File: src/rtl/risc_v_mem_ctrl_if.sv
// Core-side request/response bus and byte-memory port of the load/store controller.
// Handshake: a request transfers on a rising edge where req_valid && req_ready; resp_valid is a one-cycle completion pulse.
interface risc_v_mem_ctrl_if #(
  parameter int ADDR_WIDTH = 5
);
  logic                  req_valid;
  logic                  req_ready;
  logic                  req_write;
  logic [1:0]            req_size;
  logic                  req_unsigned;
  logic [ADDR_WIDTH-1:0] req_addr;
  logic [31:0]           req_wdata;
  logic                  resp_valid;
  logic [31:0]           resp_rdata;
  logic                  resp_err;
  logic                  mem_write;
  logic [ADDR_WIDTH-1:0] mem_addr;
  logic [7:0]            mem_wdata;
  logic [7:0]            mem_rdata;

  modport master (
    output req_valid, req_write, req_size, req_unsigned, req_addr, req_wdata,
    input  req_ready, resp_valid, resp_rdata, resp_err
  );

  modport slave (
    input  req_valid, req_write, req_size, req_unsigned, req_addr, req_wdata, mem_rdata,
    output req_ready, resp_valid, resp_rdata, resp_err, mem_write, mem_addr, mem_wdata
  );

  modport mem (
    input  mem_write, mem_addr, mem_wdata,
    output mem_rdata
  );
endinterface

File: src/rtl/risc_v_mem_ctrl.sv
// Byte-serial load/store controller: splits byte/half/word accesses into one memory
// byte per cycle, assembles and sign/zero-extends loads, rejects misaligned requests.
module risc_v_mem_ctrl #(
  parameter int ADDR_WIDTH = 5
) (
  input  logic                    clk,
  input  logic                    rst,
  risc_v_mem_ctrl_if.slave        bus,
  output logic [1:0]              fsm_state
);

  typedef enum logic [1:0] {
    IDLE   = 2'd0,
    ACCESS = 2'd1,
    RESP   = 2'd2
  } state_t;

  state_t                state, state_next;
  logic [1:0]            cnt;
  logic                  write_q;
  logic [1:0]            size_q;
  logic                  uns_q;
  logic                  err_q;
  logic [ADDR_WIDTH-1:0] addr_q;
  logic [31:0]           wdata_q;
  logic [31:0]           data_q;
  logic [31:0]           rdata_q;
  logic [ADDR_WIDTH-1:0] addr_hold_q;
  logic [7:0]            wdata_hold_q;

  logic                  req_err;
  logic [1:0]            last_cnt;
  logic [4:0]            byte_sel;
  logic [31:0]           data_next;
  logic [31:0]           load_ext;
  logic [ADDR_WIDTH-1:0] mem_addr_c;
  logic [7:0]            mem_wdata_c;
  logic                  in_access;

  always_comb begin
    state_next = state;
    req_err    = (bus.req_size == 2'b11)
              || (bus.req_size == 2'b01 && bus.req_addr[0])
              || (bus.req_size == 2'b10 && bus.req_addr[1:0] != 2'b00);
    last_cnt   = (size_q == 2'b10) ? 2'd3 : (size_q == 2'b01) ? 2'd1 : 2'd0;
    byte_sel   = {cnt, 3'b000};
    in_access  = (state == ACCESS);
    data_next  = data_q;
    data_next[byte_sel +: 8] = bus.mem_rdata;
    // Extension must see the byte arriving this cycle, hence data_next.
    case (size_q)
      2'b00:   load_ext = uns_q ? {24'h0, data_next[7:0]}
                                : {{24{data_next[7]}}, data_next[7:0]};
      2'b01:   load_ext = uns_q ? {16'h0, data_next[15:0]}
                                : {{16{data_next[15]}}, data_next[15:0]};
      default: load_ext = data_next;
    endcase
    mem_addr_c  = in_access ? addr_q + ADDR_WIDTH'(cnt) : addr_hold_q;
    mem_wdata_c = in_access ? wdata_q[byte_sel +: 8] : wdata_hold_q;
    case (state)
      IDLE:    if (bus.req_valid) state_next = req_err ? RESP : ACCESS;
      ACCESS:  if (cnt == last_cnt) state_next = RESP;
      RESP:    state_next = IDLE;
      default: state_next = IDLE;
    endcase
  end

  always_ff @(posedge clk) begin
    if (rst) begin
      state        <= IDLE;
      cnt          <= 2'd0;
      write_q      <= 1'b0;
      size_q       <= 2'b00;
      uns_q        <= 1'b0;
      err_q        <= 1'b0;
      addr_q       <= '0;
      wdata_q      <= 32'h0;
      data_q       <= 32'h0;
      rdata_q      <= 32'h0;
      addr_hold_q  <= '0;
      wdata_hold_q <= 8'h00;
    end else begin
      state <= state_next;
      case (state)
        IDLE: begin
          if (bus.req_valid) begin
            write_q <= bus.req_write;
            size_q  <= bus.req_size;
            uns_q   <= bus.req_unsigned;
            addr_q  <= bus.req_addr;
            wdata_q <= bus.req_wdata;
            err_q   <= req_err;
            cnt     <= 2'd0;
            data_q  <= 32'h0;
            if (req_err) rdata_q <= 32'h0;
          end
        end
        ACCESS: begin
          addr_hold_q  <= mem_addr_c;
          wdata_hold_q <= mem_wdata_c;
          if (!write_q) data_q <= data_next;
          if (cnt == last_cnt) begin
            cnt     <= 2'd0;
            rdata_q <= write_q ? 32'h0 : load_ext;
          end else begin
            cnt <= cnt + 2'd1;
          end
        end
        default: ;
      endcase
    end
  end

  // Gating mem_write with rst keeps an aborting reset from committing the in-flight byte.
  assign bus.mem_write  = in_access && write_q && !rst;
  assign bus.mem_addr   = mem_addr_c;
  assign bus.mem_wdata  = mem_wdata_c;
  assign bus.req_ready  = (state == IDLE);
  assign bus.resp_valid = (state == RESP);
  assign bus.resp_err   = (state == RESP) && err_q;
  assign bus.resp_rdata = rdata_q;
  assign fsm_state      = state;

endmodule

File: src/flat_wrapper.sv
// flat-port wrapper written by rule: the top's interface ports become plain ports
module risc_v_mem_ctrl_flat 
#(
  parameter int ADDR_WIDTH = 5
)
  (clk, rst, fsm_state, bus_req_valid, bus_req_write, bus_req_size, bus_req_unsigned, bus_req_addr, bus_req_wdata, bus_mem_rdata, bus_req_ready, bus_resp_valid, bus_resp_rdata, bus_resp_err, bus_mem_write, bus_mem_addr, bus_mem_wdata);
  risc_v_mem_ctrl_if #(.ADDR_WIDTH(ADDR_WIDTH)) bus_i ();
  input  logic clk;
  input  logic rst;
  output logic [1:0] fsm_state;
  input wire logic [$bits(bus_i.req_valid)-1:0] bus_req_valid;
  input wire logic [$bits(bus_i.req_write)-1:0] bus_req_write;
  input wire logic [$bits(bus_i.req_size)-1:0] bus_req_size;
  input wire logic [$bits(bus_i.req_unsigned)-1:0] bus_req_unsigned;
  input wire logic [$bits(bus_i.req_addr)-1:0] bus_req_addr;
  input wire logic [$bits(bus_i.req_wdata)-1:0] bus_req_wdata;
  input wire logic [$bits(bus_i.mem_rdata)-1:0] bus_mem_rdata;
  output wire logic [$bits(bus_i.req_ready)-1:0] bus_req_ready;
  output wire logic [$bits(bus_i.resp_valid)-1:0] bus_resp_valid;
  output wire logic [$bits(bus_i.resp_rdata)-1:0] bus_resp_rdata;
  output wire logic [$bits(bus_i.resp_err)-1:0] bus_resp_err;
  output wire logic [$bits(bus_i.mem_write)-1:0] bus_mem_write;
  output wire logic [$bits(bus_i.mem_addr)-1:0] bus_mem_addr;
  output wire logic [$bits(bus_i.mem_wdata)-1:0] bus_mem_wdata;
  assign bus_i.req_valid = bus_req_valid;
  assign bus_i.req_write = bus_req_write;
  assign bus_i.req_size = bus_req_size;
  assign bus_i.req_unsigned = bus_req_unsigned;
  assign bus_i.req_addr = bus_req_addr;
  assign bus_i.req_wdata = bus_req_wdata;
  assign bus_i.mem_rdata = bus_mem_rdata;
  assign bus_req_ready = bus_i.req_ready;
  assign bus_resp_valid = bus_i.resp_valid;
  assign bus_resp_rdata = bus_i.resp_rdata;
  assign bus_resp_err = bus_i.resp_err;
  assign bus_mem_write = bus_i.mem_write;
  assign bus_mem_addr = bus_i.mem_addr;
  assign bus_mem_wdata = bus_i.mem_wdata;
  risc_v_mem_ctrl #(.ADDR_WIDTH(ADDR_WIDTH)) u_core (.clk(clk), .rst(rst), .bus(bus_i), .fsm_state(fsm_state));
endmodule
File: config.mk
export PLATFORM = sky130hd
export DESIGN_NAME = risc_v_mem_ctrl_flat
export DESIGN_NICKNAME = d
export VERILOG_FILES = /design/src/rtl/risc_v_mem_ctrl_if.sv /design/src/rtl/risc_v_mem_ctrl.sv /design/src/flat_wrapper.sv
export SDC_FILE = /design/constraint.sdc
export NUM_CORES = 1
export LEC_CHECK = 0
export ABC_AREA = 1
export CORE_MARGIN = 5
export CORE_UTILIZATION = 35
export CTS_BUF_LIST = sky130_fd_sc_hd__clkbuf_8
export CTS_CLUSTER_DIAMETER = 200
export CTS_CLUSTER_SIZE = 12
export DETAILED_ROUTE_END_ITERATION = 10
export PLACE_DENSITY_LB_ADDON = 0.15
export SLEW_MARGIN = 20
export SYNTH_ARGS = -nofsm -noshare
export SYNTH_HDL_FRONTEND = slang
export SYNTH_SLANG_ARGS = --single-unit
File: constraint.sdc
create_clock -name clk -period 2.5 [get_ports clk]
set_clock_uncertainty 0.1 [all_clocks]
set_input_delay 0.5 -clock clk [delete_from_list [all_inputs] [get_ports clk]]
set_output_delay 0.5 -clock clk [all_outputs]
set_load 0.02 [all_outputs]
==> results.tsv, run 1 <==
stage	metric	value	unit
finish	diodes	0	
timing	fmax	406	MHz
timing	finalHoldViolations	0	
run	cap_violations	0	
finish	fin_util	46.8	%
placed_design	port_buffers	102	
placed_design	place_ws	-65.6	ps
cts	numCtsBuffers	17	
drt	wire_per_inst	13.8	um
floorplan	row_count	46	
timing	min_period_over_period	98.6	%
grt	grt_use_total	17.3	%
timing	min_period	2460	ps
critical_path	crit_arrival	1860	ps
outcome	status	finished clean	
drt	dr.pass1.iters	4	
floorplan	start_util	35.6	%
timing	finalWorstSetupSlack	35.6	ps
critical_path	cp-end-kind	primary output	
finish	final_nets	970	
pwr	leakage	0.00295	uW
synthesis	syn_nets	862	
critical_path	critical_path_class	register to primary output	
floorplan	dieArea	0.0187	mm2
cts	clock-root-buffer	clkbuf_8	
cts	cts_htree_levels	4	
finish	mostFrequentLayoutCell	nand2_1	
floorplan	fp.dieW	137	um
drt	routed_wl	15600	um
synthesis	synth_cell_types	30	
grt	grt_max_degree	80	
pwr	powerDensity	630	mW/mm2
floorplan	dieHeight	137	um
timing	slew_headroom	37.5	%
cts	clock_sinks	123	
cts	clockBufferDepth	2	
grt	grt-ovfl-total	0	
critical_path	cp_max_fo	2	
floorplan	ios	103	
pwr	ir_worst_vdd	0.343	mV
grt	grt_pass1_vias	5062	
timing	maxSlewViolCount	0	
synthesis	ys_seq_area_share	43.7	%
timing	tightest_slew	937	ps
drt	postRouteAntennaNets	0	
grt	grt_pass1_wl	25600	um
drt	routed_via_density	4.71	
min_path	hold_class	register to register	
synthesis	synth_area_leaders	dfxtp_1 44%, nand2_1 15%, nor2_1 8.7%	
synthesis	yosysTopAreaCellShare	43.7	%
placed_design	globalplace.congestion	0.793	
drt	remaining_drc_errors	0	
drt	drtIter0Drc	320	
placed_design	dp_hpwl	10500	um
finish	drive_above_1_share	12.8	%
synthesis	ys_seq_elements	123	
critical_path	required	1900	ps
cts	insertion_delay	440	ps
synthesis	synth_warnings	0	
grt	antenna_found_initial	0	
synthesis	syn_inst	799	
critical_path	cp-start-kind	register	
floorplan	core	0.0158	mm2
synthesis	syn_area	0.00563	mm2
synthesis	synth_top_cell_by_area	dfxtp_1	
timing	rsz0062_at_grt	yes	
cts	cts_tree	built	
finish	syn2layout_area_growth	31.5	%
drt	vias	5342	
synthesis	syn_avg_cell_area	7.05	um2
timing	setup_viol	0	
finish	mostFrequentLayoutCells	225 x nand2_1, 131 x nor2_1, 121 x dfxtp_1	
cts	clk_pin_slew	70	ps
==> per-stage QoR <==
| stage | hold WS [ps] | cells | total power [uW] | instance area (um2) | TNS, ps |
|---|---|---|---|---|---|
| finish | 362 | 1133 | 4670 | 7410 | 0 |
| global route | 376 | 1133 | 4930 | 7410 | -204 |
| CTS | 363 | 1126 | 4700 | 7250 | -54.9 |
| detailed placement | 353 | 1095 | 3100 | 6860 | -116 |
| global placement | 350 | 1095 | 3100 | 6860 | -89.5 |
| floorplan | 340 | 799 | 2780 | 5630 | 0 |
==> cell usage after synthesis <==
| library cell | n |
|---|---|
| nor3_1 | 1 |
| nor2_1 | 131 |
| fa_1 | 1 |
| nor2_4 | 3 |
| nand3_4 | 3 |
| xnor2_1 | 1 |
| o21ai_0 | 85 |
| o21ai_1 | 6 |
| a21oi_2 | 10 |
| buf_4 | 2 |
| xor2_1 | 1 |
| inv_1 | 25 |
| nand3_1 | 22 |
| dfxtp_1 | 123 |
| nor2_2 | 2 |
| buf_2 | 17 |
| nand2_2 | 5 |
| inv_2 | 6 |
| a21oi_1 | 72 |
| or2_2 | 2 |
| nand3_2 | 1 |
| clkbuf_1 | 22 |
| nor3b_1 | 1 |
| o2111ai_1 | 6 |
| o22ai_1 | 8 |
| nand2_1 | 226 |
| nand3b_4 | 1 |
| ha_1 | 10 |
| nand2_4 | 1 |
| buf_6 | 5 |
==> power by group <==
| group | switching [uW] | internal (uW) |
|---|---|---|
| logic | 568 | 385 |
| clock network | 740 | 839 |
| registers | 60.0 | 2080 |
| total | 1370 | 3300 |
==> path summary, 6_finish.rpt <==
| kind | startpoint | to | slack [ps] | cells past startpoint |
|---|---|---|---|---|
| worst max-delay path | u_core.addr_q[0]$_SDFFE_PP0P_ | bus_mem_addr[4] | 40 | 9 |
| worst min-delay path | u_core.data_q[18]$_SDFFE_PP0P_ | u_core.data_q[18]$_SDFFE_PP0P_ | 360 | 2 |
| worst max register to register | u_core.cnt[0]$_SDFFE_PP0P_ | u_core.bus.resp_rdata[16]$_SDFFE_PP0P_ | 310 | 12 |
| worst min register to register | u_core.data_q[18]$_SDFFE_PP0P_ | u_core.data_q[18]$_SDFFE_PP0P_ | 360 | 2 |
==> worst max-delay path, cell delays in order (launching register included) <==
cell and delay, ps:
dfxtp_2 350, ha_4 140, inv_2 30, fa_2 320, inv_2 60, nand3_2 60
xnor2_1 160, nand2_1 90, nand2_1 90, buf_6 110
==> logic make-up (layout without fill, tap and decap cells) <==
group / after synthesis / in the layout / share of synthesized area [%]
adders and majority gates: 11 / 11 / 2.58
and+or+nand+nor: 399 / 399 / 29.2
buffers and inverters: 77 / 195 / 6.31
xor gates and xnor gates: 2 / 2 / 0.311
DFF: 123 / 123 / 43.7
AOI/OAI and AO/OA: 187 / 187 / 17.9
==> registers in the layout, summed over array words and instances, names as in the netlist <==
register	count
u_core.wdata_hold_q	8
u_core.cnt	2
u_core.write_q	1
u_core.bus.resp_rdata	32
u_core.size_q	2
u_core.addr_hold_q	5
u_core.wdata_q	32
u_core.err_q	1
u_core.uns_q	1
u_core.fsm_state	2
u_core.data_q	32
u_core.addr_q	5
==> per-layer routing <==
| metal | track usage, % | vias to the layer above | share of wire [%] |
|---|---|---|---|
| met4 | 6.43 | 0 | 1.6 |
| met2 | 28.1 | 103 | 47 |
| met3 | 4.45 | 17 | 4.7 |
| met1 | 22.3 | 2408 | 46 |
| li1 | - | 2814 | - |
| met5 | 0 | - | 0 |
==> final cells by class <==
class	count	area (um2)
clock buffers	24	330
repair buffers	135	1340
inverters	31	126
fillers	1662	8420
clock inverters	5	20.0
flip-flops and latches	123	2460
well taps	216	270
multi-input cells	599	2860
==> timing repair <==
action	4_1_cts	5_1_grt
buffers inserted	2	5
cloned	1	2
resized for setup	75	24
endpoints found under the setup margin	15	33
pin swaps	3	5
hold buffers	0	0
Note: power is estimated with default switching activity, not from simulation.
==> run 2: changes to the inputs <==
clock period = 3.1 ns   (was 2.5 ns; I/O delays follow)
==> run 2 against run 1 <==
Effect of this change:
- count of clock-buffer cells in the layout down 5
- sequential power down 20%
- die area did not move
- worst hold slack worse by 0.53 ps
- design area decreased by 4.1%
- sequential share of layout area rose by 1.4 points
- combinational power fell by 25%
- worst setup slack better by 140 ps
- critical path type unchanged
- highest routed layer unchanged
- clock power shrank 25%
- total power shrank 22%
- global-route usage down 0.52 points
- routed wire length down 2.3%
==> results.tsv, run 2 (synthesis gave the netlist of run 1 again) <==
stage	metric	value	unit
timing	min_period	2930	ps
floorplan	dieArea	0.0187	mm2
critical_path	slowest_stage	clkdlybuf4s50_1	
critical_path	worstPathCellList	inv_2, nand2_2, clkinv_2, nand2_1, nand2_1, clkdlybuf4s50_1	
cts	cts_setup_buffers	0	
drt	postRouteAntennaNets	0	
finish	drive_above_1_share	8.13	%
floorplan	row_count	46	
placed_design	dp_hpwl	10500	um
floorplan	core	0.0158	mm2
floorplan	fp.dieW	137	um
critical_path	cp-end-kind	primary output	
grt	antenna_found_initial	0	
critical_path	cp_max_fo	21	
finish	diodes	0	
placed_design	globalplace.congestion	0.770	
critical_path	reg2reg_slack	620	ps
finish	syn2layout_area_growth	26.1	%
cts	insertion_delay	440	ps
timing	maxSlewViolCount	0	
grt	busiest_layer	met2	
pwr	switching_share	30.7	%
critical_path	max_stage_delay	540	ps
floorplan	ios	103	
timing	min_period_over_period	94.5	%
finish	final_nets	948	
critical_path	cpLargestDelayFamily	buffers and inverters	
drt	vias	5287	
grt	grt_util_met1	21.5	%
cts	cts_htree_levels	4	
pwr	powerDensity	510	mW/mm2
timing	fin_tns_setup	0	ps
finish	mostFrequentLayoutCells	226 x nand2_1, 131 x nor2_1, 123 x dfxtp_1	
cts	clock_sinks	123	
pwr	p_int	2510	uW
timing	finalHoldViolations	0	
placed_design	place_area	0.00676	mm2
timing	timing.hold.ws	361	ps
timing	rsz0062_at_grt	no	
grt	grt_pass1_wl	24800	um
outcome	status	finished clean	
critical_path	critical_path_class	register to primary output	
cts	cts_hold_buffers	0	
min_path	hold_class	register to register	
cts	clock-root-buffer	clkbuf_8	
pwr	seq_power_share	47.5	%
run	cap_violations	0	
pwr	p_sw	1110	uW
timing	tightest_slew	944	ps
finish	final_area	0.00710	mm2
critical_path	worst_path_most_repeated_cell	nand2_1	
floorplan	start_util	35.6	%
critical_path	crit_buf_inv	3	
drt	drtIter0Drc	323	
critical_path	required	2380	ps
grt	grt_max_degree	80	
timing	setup_viol	0	
cts	numCtsBuffers	17	
drt	routed_wl	15300	um
grt	grt_pass1_vias	4971	
grt	grt-ovfl-total	0	
grt	grtUsageMet2	27.2	%
drt	wire_per_inst	13.7	um
pwr	ir_worst_vdd	0.275	mV
critical_path	cp-start-kind	register	
pwr	combPwrFrac	19.7	%
critical_path	crit_arrival	2210	ps
timing	fmax	341	MHz
cts	clk_pin_slew	70	ps
placed_design	port_buffers	102	
pwr	pwr-share-clk	32.8	%
timing	slew_headroom	37.0	%
cts	cts_tree	built	
floorplan	dieHeight	137	um
drt	routed_via_density	4.75	
grt	grt_use_total	16.8	%
grt	grt_use_met3	4.96	%
finish	fillerInstances	1683	
drt	dr.pass1.iters	4	
drt	remaining_drc_errors	0	
cts	clockBufferDepth	2	
finish	mostFrequentLayoutCell	nand2_1	
pwr	leakage	0.00280	uW
run 2: path summary, 6_finish.rpt:
check	end	depth (start not counted)	start
hold reg to reg	u_core.data_q[11]$_SDFFE_PP0P_	2	u_core.data_q[11]$_SDFFE_PP0P_
hold / removal	u_core.data_q[11]$_SDFFE_PP0P_	2	u_core.data_q[11]$_SDFFE_PP0P_
setup / recovery	bus_mem_wdata[7]	6	u_core.fsm_state[1]$_SDFFE_PP0P_
setup reg to reg	u_core.bus.resp_rdata[11]$_SDFFE_PP0P_	10	u_core.cnt[0]$_SDFFE_PP0P_
run 2: per-stage QoR:
step           total power (uW)  setup slack [ps]  std cells  utilization (%)
2_1_floorplan              2240               813        799                -
3_3_place_gp               2480               409       1082             42.7
3_5_place_dp               2480               398       1082             42.7
4_1_cts                    3680              53.7       1114             44.8
5_1_grt                    3840              22.9       1114             44.9
6_report                   3620               171       1114             44.9
run 2: layout make-up:
type	instances	area, um2	area share, %
clock buffers	19	262	3.68
clock inverters	13	63.8	0.899
inverters	31	123	1.73
multi-input cells	599	2820	39.6
flip-flops and latches	123	2460	34.7
well taps	216	270	3.81
repair buffers	113	1100	15.6
run 2: power groups by stage:
stage                     Combinational, uW  Clock, uW  Sequential (uW)
after floorplan                         465          0             1770
after global placement                  722          0             1760
after detailed placement                728          0             1760
after CTS                               729       1230             1720
after global routing                    800       1300             1730
final                                   715       1190             1720
run 2: per-layer routing:
metal | up-vias | share of wire [%]
li1 | 2773 | -
met2 | 93 | 47
met1 | 2407 | 47
met4 | 0 | 1.5
met3 | 14 | 4.9
met5 | - | 0
run 2: what timing repair did:
item	in CTS	in global routing
endpoints found under the setup margin	10	10
cloned	0	0
gates resized for setup	3	5
run 2: tightest hold or removal path: cells and delay by family (launching register included):
kind	cells	cell delay (ps)
flip-flops	1	310
AND/OR/NAND/NOR	1	60
AO/OA/AOI/OAI	1	50
